[src/rtl/alu_issue_pkg.sv]
// Shared definitions for the ALU issue unit: ALU command codes, datapath widths, FSM encoding.
package alu_issue_pkg;

    localparam int CMD_W  = 3;
    localparam int DATA_W = 32;

    localparam logic [CMD_W-1:0] CMD_ADD  = 3'd0;
    localparam logic [CMD_W-1:0] CMD_SUB  = 3'd1;
    localparam logic [CMD_W-1:0] CMD_XOR  = 3'd2;
    localparam logic [CMD_W-1:0] CMD_SLT  = 3'd3;
    localparam logic [CMD_W-1:0] CMD_AND  = 3'd4;
    localparam logic [CMD_W-1:0] CMD_NAND = 3'd5;
    localparam logic [CMD_W-1:0] CMD_NOR  = 3'd6;
    localparam logic [CMD_W-1:0] CMD_OR   = 3'd7;

    typedef enum logic [1:0] {
        ST_IDLE  = 2'd0,
        ST_ISSUE = 2'd1,
        ST_RESP  = 2'd2
    } issue_state_e;

endpackage

[src/rtl/alu_req_fifo.sv]
// Synchronous request FIFO with first-word fall-through read and asynchronous active-high reset.
// DEPTH must be a power of two so the pointers wrap naturally.
module alu_req_fifo #(
    parameter int DEPTH = 4,
    parameter int WIDTH = 8
) (
    input  logic             i_clk,
    input  logic             i_reset,
    input  logic             i_push,
    input  logic [WIDTH-1:0] i_push_data,
    input  logic             i_pop,
    output logic [WIDTH-1:0] o_pop_data,
    output logic             o_full,
    output logic             o_empty
);
    localparam int AW = $clog2(DEPTH);

    logic [WIDTH-1:0] r_mem [DEPTH];
    logic [AW-1:0]    r_wr_ptr;
    logic [AW-1:0]    r_rd_ptr;
    logic [AW:0]      r_count;
    logic             w_do_push;
    logic             w_do_pop;

    assign o_full     = (r_count == (AW+1)'(DEPTH));
    assign o_empty    = (r_count == '0);
    assign w_do_push  = i_push && !o_full;
    assign w_do_pop   = i_pop && !o_empty;
    assign o_pop_data = r_mem[r_rd_ptr];

    always_ff @(posedge i_clk) begin
        if (w_do_push) begin
            r_mem[r_wr_ptr] <= i_push_data;
        end
    end

    always_ff @(posedge i_clk or posedge i_reset) begin
        if (i_reset) begin
            r_wr_ptr <= '0;
            r_rd_ptr <= '0;
            r_count  <= '0;
        end else begin
            if (w_do_push) begin
                r_wr_ptr <= r_wr_ptr + AW'(1);
            end
            if (w_do_pop) begin
                r_rd_ptr <= r_rd_ptr + AW'(1);
            end
            // Simultaneous push and pop leave the occupancy unchanged.
            case ({w_do_push, w_do_pop})
                2'b10:   r_count <= r_count + (AW+1)'(1);
                2'b01:   r_count <= r_count - (AW+1)'(1);
                default: r_count <= r_count;
            endcase
        end
    end

endmodule

[src/rtl/alu_issue_unit.sv]
// Issue unit: queues tagged ALU requests, holds operands stable for a settle window, returns results.
// Optional feature macro ALU_STICKY_FLAGS_EN adds sticky carry/overflow flag ports.
module alu_issue_unit
    import alu_issue_pkg::*;
#(
    parameter int DEPTH         = 4,
    parameter int TAG_W         = 4,
    parameter int SETTLE_CYCLES = 4
) (
    input  logic              clk,
    input  logic              reset,
    input  logic              req_valid,
    output logic              req_ready,
    input  logic [CMD_W-1:0]  req_cmd,
    input  logic [DATA_W-1:0] req_a,
    input  logic [DATA_W-1:0] req_b,
    input  logic [TAG_W-1:0]  req_tag,
    output logic [CMD_W-1:0]  alu_command,
    output logic [DATA_W-1:0] alu_operandA,
    output logic [DATA_W-1:0] alu_operandB,
    input  logic [DATA_W-1:0] alu_result,
    input  logic              alu_carryout,
    input  logic              alu_zero,
    input  logic              alu_overflow,
    output logic              rsp_valid,
    input  logic              rsp_ready,
    output logic [DATA_W-1:0] rsp_result,
    output logic              rsp_carryout,
    output logic              rsp_zero,
    output logic              rsp_overflow,
    output logic [TAG_W-1:0]  rsp_tag
`ifdef ALU_STICKY_FLAGS_EN
    ,
    input  logic              sticky_clr,
    output logic              sticky_cout,
    output logic              sticky_ovf
`endif
);
    localparam int REQ_W = CMD_W + 2 * DATA_W + TAG_W;
    localparam int CNT_W = (SETTLE_CYCLES > 0) ? $clog2(SETTLE_CYCLES + 1) : 1;
    localparam logic [CNT_W-1:0] CNT_LOAD = CNT_W'(SETTLE_CYCLES);

    issue_state_e      r_state;
    issue_state_e      w_next_state;

    logic              w_full;
    logic              w_empty;
    logic              w_push;
    logic              w_pop;
    logic              w_cnt_dec;
    logic              w_capture;
    logic              w_rsp_done;
    logic [REQ_W-1:0]  w_push_data;
    logic [REQ_W-1:0]  w_pop_data;
    logic [CMD_W-1:0]  w_pop_cmd;
    logic [DATA_W-1:0] w_pop_a;
    logic [DATA_W-1:0] w_pop_b;
    logic [TAG_W-1:0]  w_pop_tag;

    logic              r_ready_en;
    logic [CMD_W-1:0]  r_cmd;
    logic [DATA_W-1:0] r_a;
    logic [DATA_W-1:0] r_b;
    logic [TAG_W-1:0]  r_tag;
    logic [CNT_W-1:0]  r_cnt;
    logic              r_rsp_valid;
    logic [DATA_W-1:0] r_rsp_result;
    logic              r_rsp_carryout;
    logic              r_rsp_zero;
    logic              r_rsp_overflow;
    logic [TAG_W-1:0]  r_rsp_tag;

    // req_ready stays low through reset and for the first clock after release.
    assign req_ready   = r_ready_en && !w_full;
    assign w_push      = req_valid && req_ready;
    assign w_push_data = {req_cmd, req_a, req_b, req_tag};
    assign {w_pop_cmd, w_pop_a, w_pop_b, w_pop_tag} = w_pop_data;

    alu_req_fifo #(
        .DEPTH (DEPTH),
        .WIDTH (REQ_W)
    ) u_req_fifo (
        .i_clk       (clk),
        .i_reset     (reset),
        .i_push      (w_push),
        .i_push_data (w_push_data),
        .i_pop       (w_pop),
        .o_pop_data  (w_pop_data),
        .o_full      (w_full),
        .o_empty     (w_empty)
    );

    always_ff @(posedge clk or posedge reset) begin
        if (reset) begin
            r_state <= ST_IDLE;
        end else begin
            r_state <= w_next_state;
        end
    end

    always_comb begin
        w_next_state = r_state;
        case (r_state)
            ST_IDLE: begin
                if (!w_empty) begin
                    w_next_state = ST_ISSUE;
                end
            end
            ST_ISSUE: begin
                if (r_cnt == '0) begin
                    w_next_state = ST_RESP;
                end
            end
            ST_RESP: begin
                if (rsp_ready) begin
                    w_next_state = w_empty ? ST_IDLE : ST_ISSUE;
                end
            end
            default: w_next_state = ST_IDLE;
        endcase
    end

    always_comb begin
        w_pop      = 1'b0;
        w_cnt_dec  = 1'b0;
        w_capture  = 1'b0;
        w_rsp_done = 1'b0;
        case (r_state)
            ST_IDLE: begin
                w_pop = !w_empty;
            end
            ST_ISSUE: begin
                w_cnt_dec = (r_cnt != '0);
                w_capture = (r_cnt == '0);
            end
            ST_RESP: begin
                w_rsp_done = rsp_ready;
                w_pop      = rsp_ready && !w_empty;
            end
            default: begin
                w_pop = 1'b0;
            end
        endcase
    end

    // Drive registers keep their last value while idle so the ALU inputs never glitch.
    always_ff @(posedge clk or posedge reset) begin
        if (reset) begin
            r_ready_en <= 1'b0;
            r_cmd      <= '0;
            r_a        <= '0;
            r_b        <= '0;
            r_tag      <= '0;
            r_cnt      <= '0;
        end else begin
            r_ready_en <= 1'b1;
            if (w_pop) begin
                r_cmd <= w_pop_cmd;
                r_a   <= w_pop_a;
                r_b   <= w_pop_b;
                r_tag <= w_pop_tag;
                r_cnt <= CNT_LOAD;
            end else if (w_cnt_dec) begin
                r_cnt <= r_cnt - CNT_W'(1);
            end
        end
    end

    always_ff @(posedge clk or posedge reset) begin
        if (reset) begin
            r_rsp_valid    <= 1'b0;
            r_rsp_result   <= '0;
            r_rsp_carryout <= 1'b0;
            r_rsp_zero     <= 1'b0;
            r_rsp_overflow <= 1'b0;
            r_rsp_tag      <= '0;
        end else if (w_capture) begin
            r_rsp_valid    <= 1'b1;
            r_rsp_result   <= alu_result;
            r_rsp_carryout <= alu_carryout;
            r_rsp_zero     <= alu_zero;
            r_rsp_overflow <= alu_overflow;
            r_rsp_tag      <= r_tag;
        end else if (w_rsp_done) begin
            r_rsp_valid <= 1'b0;
        end
    end

    assign alu_command  = r_cmd;
    assign alu_operandA = r_a;
    assign alu_operandB = r_b;
    assign rsp_valid    = r_rsp_valid;
    assign rsp_result   = r_rsp_result;
    assign rsp_carryout = r_rsp_carryout;
    assign rsp_zero     = r_rsp_zero;
    assign rsp_overflow = r_rsp_overflow;
    assign rsp_tag      = r_rsp_tag;

`ifdef ALU_STICKY_FLAGS_EN
    logic r_sticky_cout;
    logic r_sticky_ovf;

    // A capture that sees the flag set takes priority over a same-edge clear.
    always_ff @(posedge clk or posedge reset) begin
        if (reset) begin
            r_sticky_cout <= 1'b0;
            r_sticky_ovf  <= 1'b0;
        end else begin
            if (w_capture && alu_carryout) begin
                r_sticky_cout <= 1'b1;
            end else if (sticky_clr) begin
                r_sticky_cout <= 1'b0;
            end
            if (w_capture && alu_overflow) begin
                r_sticky_ovf <= 1'b1;
            end else if (sticky_clr) begin
                r_sticky_ovf <= 1'b0;
            end
        end
    end

    assign sticky_cout = r_sticky_cout;
    assign sticky_ovf  = r_sticky_ovf;
`endif

endmodule

[config.mk]
export PLATFORM = sky130hd
export DESIGN_NAME = alu_issue_unit
export DESIGN_NICKNAME = d
export VERILOG_FILES = /design/src/rtl/alu_issue_pkg.sv /design/src/rtl/alu_req_fifo.sv /design/src/rtl/alu_issue_unit.sv
export SDC_FILE = /design/constraint.sdc
export NUM_CORES = 1
export LEC_CHECK = 0
export BUFFER_PORTS_ARGS = -buffer_cell sky130_fd_sc_hd__buf_2
export CAP_MARGIN = 0
export CORE_ASPECT_RATIO = 0.7
export CORE_UTILIZATION = 57
export CTS_CLUSTER_DIAMETER = 40
export DETAILED_ROUTE_END_ITERATION = 6
export GPL_TIMING_DRIVEN = 0
export PLACE_DENSITY = 0.79
export SLEW_MARGIN = 25
export SYNTH_ARGS = -nofsm -noshare
export SYNTH_HDL_FRONTEND = slang
export SYNTH_HIERARCHICAL = 1
export SYNTH_SLANG_ARGS = --single-unit
[constraint.sdc]
create_clock -name clk -period 4.3 [get_ports clk]
set_input_delay 0.215 -clock clk [delete_from_list [all_inputs] [get_ports clk]]
set_output_delay 0.215 -clock clk [all_outputs]
set_load 0.005 [all_outputs]
After elaboration in Yosys (flattened, before gate mapping)

Memory sizes are Yosys's and may differ from the RTL's. A register that Yosys moved wholly into a read port is not among the register bits.
Cells that the tools add are included.

Logic and storage cells: 57
Register bits after elaboration: 53
Bits of input ports: 110
Memory bits (writable): 284
Memories kept: 1

Equality and inequality tests: 8
Add/subtract/negate cells: 5
Muxes and demuxes: 16
Reduce and logical (&&, ||, !) cells: 15

Memories:

| memory           | depth | width | rd ports | clocked after memory_dff | wr ports | line               | source |
|---|---|---|---|---|---|---|---|
| u_req_fifo.r_mem | 4     | 71    | 1        | 1                        | 1        | alu_req_fifo.sv:18 | `logic [WIDTH-1:0] r_mem [DEPTH];` |

Operators with widths:

| kind                  | count |
|---|---|
| $mux W1               | 8 |
| $logic_not A3 Y1      | 2 |
| $mux W2               | 3 |
| $mux W3               | 2 |
| $ne A2 B2 Y1 const B  | 3 |
| $pmux W2 S3           | 1 |
| $pmux W3 S2           | 1 |
| $reduce_bool A2 Y1    | 3 |
| $sub A3 B1 Y3 const B | 2 |
| $logic_and A1 B1 Y1   | 5 |
| $add A2 B1 Y2 const B | 2 |
| $eq A2 B1 Y1 const B  | 2 |
| $eq A2 B2 Y1 const B  | 2 |
| $add A3 B1 Y3 const B | 1 |
| $eq A3 B3 Y1 const B  | 1 |
| $reduce_and A3 Y1     | 1 |
| $reduce_bool A3 Y1    | 1 |
| $logic_not A1 Y1      | 2 |
| $logic_not A2 Y1      | 1 |
| $pmux W1 S2           | 1 |

Depth between registers and ports, before layout

Gate-level depths: netlist (run 1).

Depth in word-level cells: 7
Gate-level depth with buffers: 11

Cells and area by module

The synthesis (run 1) kept the hierarchy.

By module, submodules not included:

| module         | cells each | times used | area each (um^2) |
|---|---|---|---|
| alu_req_fifo   | 409        | 1          | 10747.8 |
| alu_issue_unit | 265        | 1          | 4460.5 |

Least setup slack after synthesis (run 1)

Ideal clock, no wire load.

Path type: register to register
Start point: register u_req_fifo.r_count[2]
End point: memory u_req_fifo/r_mem[0][0] in the netlist's numbering, enable pin
Setup slack: 1.079 ns
Period minus slack after synthesis: 3.221 ns
Required time: 3.863 ns
Arrival time: 2.784 ns
Stages on the path, launching flop included: 6
Cells stage by stage: dfrtp_1 nor3b_2 nor2b_1 and2_1 nor2b_2 and2_1

Longest elaborated chain between the ends: 7

Ends and longest elaborated chain:

| item                          | line                 | source |
|---|---|---|
| start, declared               | alu_req_fifo.sv:21   | `logic [AW:0] r_count;` |
| start signal, assigned        | alu_req_fifo.sv:51   | `2'b10: r_count <= r_count + (AW+1)'(1);` |
| start signal, assigned        | alu_req_fifo.sv:52   | `2'b01: r_count <= r_count - (AW+1)'(1);` |
| start signal, assigned        | alu_req_fifo.sv:53   | `default: r_count <= r_count;` |
| $eq A3 B3 Y1                  | alu_req_fifo.sv:25   | `assign o_full = (r_count == (AW+1)'(DEPTH));` |
| net w_full                    | alu_issue_unit.sv:46 | `logic w_full;` |
| $logic_not A1 Y1              | alu_issue_unit.sv:74 | `assign req_ready = r_ready_en && !w_full;` |
| $logic_and A1 B1 Y1           | alu_issue_unit.sv:74 |  |
| net req_ready                 | alu_issue_unit.sv:13 | `output logic req_ready,` |
| $logic_and A1 B1 Y1           | alu_issue_unit.sv:75 | `assign w_push = req_valid && req_ready;` |
| net w_push                    | alu_issue_unit.sv:48 | `logic w_push;` |
| $logic_and A1 B1 Y1           | alu_req_fifo.sv:27   | `assign w_do_push = i_push && !o_full;` |
| $mux W1                       | alu_req_fifo.sv:32   | `if (w_do_push) begin` |
| $mux W1 (implied by the code) | alu_req_fifo.sv:33   | `r_mem[r_wr_ptr] <= i_push_data;` |
| end, declared                 | alu_req_fifo.sv:18   |  |

The timed path passes the listed nets, and every way through them passes these cells.

Final worst setup path (run 1)

Start point: register u_req_fifo.r_count[0]
End point: register u_req_fifo.r_count[2]

Longest elaborated chain between the ends: 7
Elaborated cells on any way between the ends: 16
Those cells by class: add/sub (2); eq/ne (3); mux (2); reduce/logical (9)

Ends and longest elaborated chain:

| item                                              | line                                         | source |
|---|---|---|
| $logic_not A3 Y1 *                                | alu_req_fifo.sv:26                           | `assign o_empty = (r_count == '0);` |
| net w_empty                                       | alu_issue_unit.sv:47                         | `logic w_empty;` |
| $logic_not A1 Y1 *                                | alu_issue_unit.sv:130, alu_issue_unit.sv:138 |  |
| $logic_and A1 B1 Y1                               | alu_issue_unit.sv:138                        | `w_pop = rsp_ready && !w_empty;` |
| $pmux W1 S2 *                                     | alu_issue_unit.sv:128                        | `case (r_state)` |
| net w_pop                                         | alu_issue_unit.sv:49                         | `logic w_pop;` |
| $logic_and A1 B1 Y1 *                             | alu_req_fifo.sv:28                           | `assign w_do_pop = i_pop && !o_empty;` |
| net u_req_fifo.w_do_pop                           | alu_req_fifo.sv:23                           | `logic w_do_pop;` |
| $eq A2 B1 Y1 or $eq A2 B2 Y1 (tied branches)      | alu_req_fifo.sv:50                           | `case ({w_do_push, w_do_pop})` |
| $pmux W3 S2 or $reduce_bool A2 Y1 (tied branches) | --                                           |  |

The timed path passes the listed nets; every way through them passes the cells marked *.
A chain may end at the register's enable or synchronous reset.

==> impl_metrics.tcl, run 1 <==
set metrics [dict create \
    grt_pass1_vias 8356 \
    die_y_um 139 \
    design_area_um2 19400 \
    crit_type "reg2reg" \
    syn-instance-count 674 \
    clk_latency_ns 0.53 \
    cts_buffers 41 \
    drc 0 \
    grt_util_all_layers 0.229 \
    hold_path.class "in2async" \
    die_w_um 197 \
    coreArea_um2 25900 \
    skew_ns 0.0145 \
    slew_headroom 0.632 \
    dp_hpwl_um 17500 \
    worstPathRequired_ns 4.76 \
    gp_congestion 0.737 \
    cts_tree "done" \
    wl_um 30200 \
    setup_violations 0 \
    drt_pre_antenna_iters 5 \
    io_buffers 217 \
    start_util 0.586 \
    leakage_uw 0.00736 \
    rsz0062_at_grt "no" \
    nNetsFinal 1167 \
    ant_nets 0 \
    clk_pin_slew_ns 0.06 \
    cp_slowest_cell "dfrtp_1" \
    crit_fanout 10 \
    avgRoutedWirePerCell_um 21.0 \
    ys_warn_count 6 \
    startpoint_type "flop" \
    routed-via-count 7738 \
    fmax_mhz 354 \
    fillCellCount 1458 \
    drt_iter0_drc 402 \
    ys_types 37 \
    cap_viol_max_count 0 \
    diodes 0 \
    clk_path_buf_depth 3 \
    cts_setup_buffers 0 \
    overflow 0 \
    grt_pass1_wl_um 46700 \
    powerDensity_nw_per_um2 669 \
    outcome "finished, final reports clean" \
    synth_seq_cells 408 \
    ir_worst_vdd_mv 0.493 \
    finalSetupTns_ns 0 \
    antenna_found_initial 1 \
    worst-path-buf-inv 3 \
    cts.sinks 408 \
    syn-cell-area_um2 15200 \
    finalHoldViolations 0 \
    critPathMostFrequentCell "xor2_1" \
    rows 49 \
    mostFrequentLayoutCell "edfxtp_1" \
    drive_above_1_share 0.435 \
    crit_arrival_ns 3.28 \
    layout_common_cells "edfxtp_1, buf_2, dfrtp_1" \
    htree_levels 2 \
    synth_nets 792 \
    cts_resized 0 \
    syn_to_final_growth_pct 27.7 \
    avgSynthCellArea_um2 22.6 \
    die_area_um2 27300 \
    cts.root.buffer_cell "clkbuf_16" \
    crit_path_end_kind "flop" \
    dpl_cell_area_um2 16900 \
    io_pins 218 \
    fin_crit_sh 0.656 \
    critical-path-max-stage-delay_ns 0.44 \
    synth-seq-area-share 0.765 \
    grt_max_degree 71 \
    slew_viol_final 0 \
    path_cells "nor3_1 -> a211oi_2 -> buf_4 -> buf_6 -> o31a_1 -> ha_1 -> inv_1 -> fa_1 -> xor2_1 -> nor2_1 -> xor2_1" \
    via_per_inst 5.38 \
    worst_slew_pin_slew_ns 0.551 \
    fin_util 0.749 \
    crit_family "compound AO/OA/AOI/OAI gates" \
    fin_crit_ns 2.82 \
]
-- cell type report --
| type | count | area [um^2] | area share |
|---|---|---|---|
| Buffer | 28 | 304 | 0.0157 |
| Sequential cell | 408 | 11600 | 0.599 |
| Clock buffer | 59 | 1200 | 0.0616 |
| Multi-Input combinational cell | 226 | 3240 | 0.167 |
| Clock inverter | 17 | 219 | 0.0113 |
| Inverter | 12 | 52.6 | 0.00271 |
| Timing Repair Buffer | 332 | 2330 | 0.120 |
| Tap cell | 357 | 447 | 0.0230 |
-- registers in the layout, summed over array words and instances, names as in the netlist --
register / cells
rsp_result: 32
rsp_zero: 1
r_cnt: 3
u_req_fifo/r_wr_ptr: 2
alu_operandB: 32
r_state: 2
r_ready_en: 1
rsp_tag: 4
rsp_overflow: 1
r_tag: 4
u_req_fifo/r_rd_ptr: 2
rsp_carryout: 1
u_req_fifo/r_mem: 284
u_req_fifo/r_count: 3
alu_operandA: 32
rsp_valid: 1
alu_command: 3
-- synth_stat cells (all sizes together) --
cell | instances | area [um^2]
dfrtp | 124 | 3100
xnor2 | 3 | 26.3
edfxtp | 284 | 8530
a21oi | 2 | 10.0
fa | 1 | 20.0
and3 | 1 | 6.26
ha | 7 | 87.6
and2 | 5 | 31.3
o21bai | 1 | 7.51
xor2 | 3 | 26.3
nor2 | 1 | 3.75
a31o | 1 | 8.76
a21o | 3 | 22.5
nand3 | 2 | 10.0
buf | 28 | 304
mux4 | 71 | 1600
conb | 1 | 3.75
mux2 | 111 | 1250
nand2 | 1 | 3.75
inv | 12 | 45.0
o31a | 1 | 8.76
a31oi | 1 | 6.26
nor3 | 2 | 21.3
nor3b | 1 | 12.5
a311oi | 1 | 8.76
a211oi | 1 | 12.5
mux2i | 1 | 10.0
nor2b | 3 | 21.3
nand2b | 1 | 6.26
-- worst reg2reg max path: stages (launching register included) --
cell      delay (ns)
dfrtp_1         0.44
nor3_1          0.10
a211oi_2        0.40
buf_4           0.32
buf_6           0.20
o31a_1          0.21
ha_1            0.21
inv_1           0.08
fa_1            0.39
xor2_1          0.16
nor2_1          0.11
xor2_1          0.15
-- cells by family (layout without fill, tap and decap cells) --
family / after synthesis / after routing / synth area share
other cells: 1 / 1 / 0.000247
simple gates: 17 / 17 / 0.00765
compound gates: 11 / 11 / 0.00559
mux: 183 / 183 / 0.188
flops: 408 / 408 / 0.765
xor+xnor: 6 / 6 / 0.00346
fa+ha+maj: 8 / 8 / 0.00708
buf+inv: 40 / 448 / 0.0230
-- final timing paths --
kind | from | to | slack [ns] | cells after the start
worst max-delay path | u_req_fifo/r_count[0]$_DFFE_PP0P_ | u_req_fifo/r_count[2]$_DFFE_PP0P_ | 1.48 | 11
worst min-delay path | reset | u_req_fifo/r_rd_ptr[0]$_DFFE_PP0P_ | 0.22 | 3
worst max register to register | u_req_fifo/r_count[0]$_DFFE_PP0P_ | u_req_fifo/r_count[2]$_DFFE_PP0P_ | 1.48 | 11
worst min register to register | rsp_valid$_DFFE_PP0P_ | rsp_valid$_DFFE_PP0P_ | 0.47 | 1
max in group asynchronous | reset | alu_command[1]$_DFFE_PP0P_ | 3.36 | 4
min in group clk | req_valid | u_req_fifo/r_wr_ptr[0]$_DFFE_PP0P_ | 0.27 | 4
-- per-stage QoR --
stage	worst slack (ns)	instances	hold WS, ns	power, uW
after CTS	1.44	1439	0.218	13100
after floorplan	0.984	674	0.0184	8010
after global routing	1.23	1439	0.248	13600
final	1.48	1439	0.218	13000
after global placement	-0.935	1248	0.180	9170
after detailed placement	1.50	1255	0.224	9320
-- routing by layer --
layer | vias to the layer above | share of wire | routed length, um | global-route usage
li1 | 3434 | - | - | -
met1 | 3988 | 0.41 | 12400 | 0.307
met2 | 264 | 0.50 | 15100 | 0.377
met3 | 50 | 0.069 | 2100 | 0.0535
met4 | 2 | 0.019 | 562 | 0.0669
met5 | - | 0.00043 | 13 | 0
-- what timing repair did --
action / CTS / global route
hold buffers: 108 / 0
endpoints found under the hold margin: 375 / 0
setup endpoints to repair: 0 / 0
-- where the power goes --
part	internal, uW	switching [uW]	total (uW)
Sequential	5150	395	5540
Clock	2200	1450	3650
Combinational	2080	1710	3790
(Power assumes the default switching activity.)
==> run 2, diff against run 1 <==
ABC_AREA = 1   (was not set)
CORE_UTILIZATION = 52   (was 57)
PLACE_DENSITY = 0.76   (was 0.79)
clock period = 2.58 ns   (was 4.3 ns; I/O delays follow)
==> run 2 against run 1 <==
Die area increased by 17%. Total power increased by 77%. Area after synthesis increased by 7.3%. Largest cell class unchanged.
==> impl_metrics.tcl, run 2 <==
set metrics [dict create \
    cts.sinks 408 \
    syn-instance-count 1391 \
    grt_max_degree 33 \
    drt_iter0_drc 1094 \
    mostFrequentLayoutCell "nand2_1" \
    grt_pass1_vias 11300 \
    io_buffers 217 \
    fin_ws_ns 0.204 \
    die_y_um 150 \
    synth.area.top_cells "edfxtp_1, dfrtp_1, nand2_1" \
    syn_to_final_growth_pct 27.8 \
    outcome "finished, final reports clean" \
    synth_nets 1509 \
    hold_path.class "in2reg" \
    setup_violations 0 \
    synth-seq-area-share 0.713 \
    cts_tree "done" \
    dp_hpwl_um 24700 \
    io_pins 218 \
    gp_congestion 0.783 \
    nNetsFinal 1903 \
    fin_crit_sh 0.921 \
    crit_type "reg2reg" \
    dp_slack_ns -0.151 \
    crit_fanout 20 \
    synth-main-ff-cell "edfxtp_1" \
    leakage_uw 0.00942 \
    drive_above_1_share 0.213 \
    ys_types 22 \
    die_area_um2 32100 \
    crit_arrival_ns 2.63 \
    fillCellCount 2075 \
    via_per_inst 5.12 \
    ir_worst_vdd_mv 0.615 \
    rsz0062_at_grt "no" \
    antenna_found_initial 3 \
    slew_headroom 0.642 \
    startpoint_type "flop" \
    wl_um 39500 \
    syn-cell-area_um2 16300 \
    grt_pass1_wl_um 60900 \
    synth_top_area_frac 0.522 \
    clk_latency_ns 0.54 \
    synth_top_cell_by_area "edfxtp_1" \
    largest_reg_flops 284 \
    die_w_um 214 \
    grt_util_all_layers 0.250 \
    coreArea_um2 30400 \
    clk_pin_slew_ns 0.06 \
    rows 53 \
    crit_path_end_kind "flop" \
    synth_seq_cells 408 \
    finalSetupTns_ns 0 \
    avgSynthCellArea_um2 11.7 \
    worst_slew_pin_slew_ns 0.538 \
    ys_top_cells_by_count "nand2_1, edfxtp_1, inv_1" \
    powerDensity_nw_per_um2 1100 \
    cts.root.buffer_cell "clkbuf_16" \
    top_register "u_req_fifo/r_mem" \
    ys_warn_count 6 \
    ant_nets 0 \
    yosysMostFrequentCell "nand2_1" \
    layout_common_cells "nand2_1, edfxtp_1, buf_2" \
    slew_viol_final 0 \
    drt_pre_antenna_iters 5 \
    clk_path_buf_depth 3 \
    cts_buffers 42 \
    drc 0 \
    overflow 0 \
    synth_edf_count 284 \
    avgRoutedWirePerCell_um 17.7 \
    cap_viol_max_count 0 \
    start_util 0.536 \
    finalHoldViolations 0 \
    fin_crit_ns 2.38 \
    skew_ns 0.0175 \
    async_flop_share 0.304 \
    fmax_mhz 421 \
    routed-via-count 11400 \
    worstPathRequired_ns 2.83 \
    htree_levels 2 \
]
==> run 2: timing repair <==
item / CTS / global route
hold buffers: 108 / 0
buffers inserted: 3 / 5
gates resized for setup: 1 / 3
hold endpoints to repair: 417 / 0
pin swaps: 1 / 3
endpoints found under the setup margin: 24 / 42
cloned: 0 / 0
==> run 2: final cells by class <==
type                    count  area (um^2)  share of cell area
flip-flops and latches    408        11600               0.557
multi-input cells         705         3400               0.163
repair buffers            351         2650               0.127
clock buffers              54         1150              0.0550
inverters                 209          796              0.0381
plain buffers              68          541              0.0259
well taps                 412          515              0.0247
clock inverters            22          175             0.00839
diodes                      4         10.0            0.000480
==> run 2: final timing paths <==
kind,end,from,cells past startpoint,slack [ns]
min in group asynchronous,u_req_fifo/r_count[1]$_DFFE_PP0P_,reset,3,0.14
worst min-delay path,u_req_fifo/r_wr_ptr[0]$_DFFE_PP0P_,req_valid,4,0.03
max in group asynchronous,alu_operandA[14]$_DFFE_PP0P_,reset,5,1.71
worst max-delay path,u_req_fifo/r_mem[1][44]$_DFFE_PP_,u_req_fifo/r_count[1]$_DFFE_PP0P_,9,0.20
worst min register to register,alu_operandB[17]$_DFFE_PP0P_,alu_operandB[17]$_DFFE_PP0P_,2,0.47
worst max register to register,u_req_fifo/r_mem[1][44]$_DFFE_PP_,u_req_fifo/r_count[1]$_DFFE_PP0P_,9,0.20
==> run 2: kinds of logic after synthesis <==
| family | after synthesis | synth area share |
|---|---|---|
| simple gates | 506 | 0.119 |
| flops | 408 | 0.713 |
| other cells | 1 | 0.000230 |
| xor+xnor | 1 | 0.000537 |
| fa+ha+maj | 8 | 0.00659 |
| buf+inv | 278 | 0.0815 |
| compound gates | 189 | 0.0797 |
==> run 2: per-layer routing <==
metal / GRT usage / up-vias / wire length, um / share of wire
met1: 0.336 / 5545 / 16800 / 0.42
met4: 0.0586 / 0 / 557 / 0.014
met3: 0.0482 / 50 / 2810 / 0.071
met2: 0.424 / 434 / 19400 / 0.49
li1: - / 5409 / - / -
met5: 0 / - / 0 / 0
==> run 2: report_power, final <==
| part | switching [uW] | internal, uW |
|---|---|---|
| logic | 4950 | 3060 |
| clock network | 2500 | 3280 |
| registers | 642 | 8500 |
==> run 2: critical path, stage by stage (launching register included) <==
cell,delay (ns)
dfrtp_1,0.37
inv_1,0.09
nand3_1,0.17
inv_1,0.10
nor3b_2,0.28
nand2_2,0.24
nor2_4,0.23
buf_16,0.19
buf_12,0.20
buf_16,0.18
==> run 2: stage by stage <==
step	hold slack, ns	power [uW]	util	std cells	cell area [um^2]
detailed placement	0.124	17000	0.604	2038	18400
CTS	0.0156	22900	0.684	2224	20800
global route	0.0307	24400	0.685	2231	20900
floorplan	-0.0676	13900	-	1391	16400
finish	0.0289	22900	0.686	2233	20900
global placement	0.104	16500	0.590	2020	18000
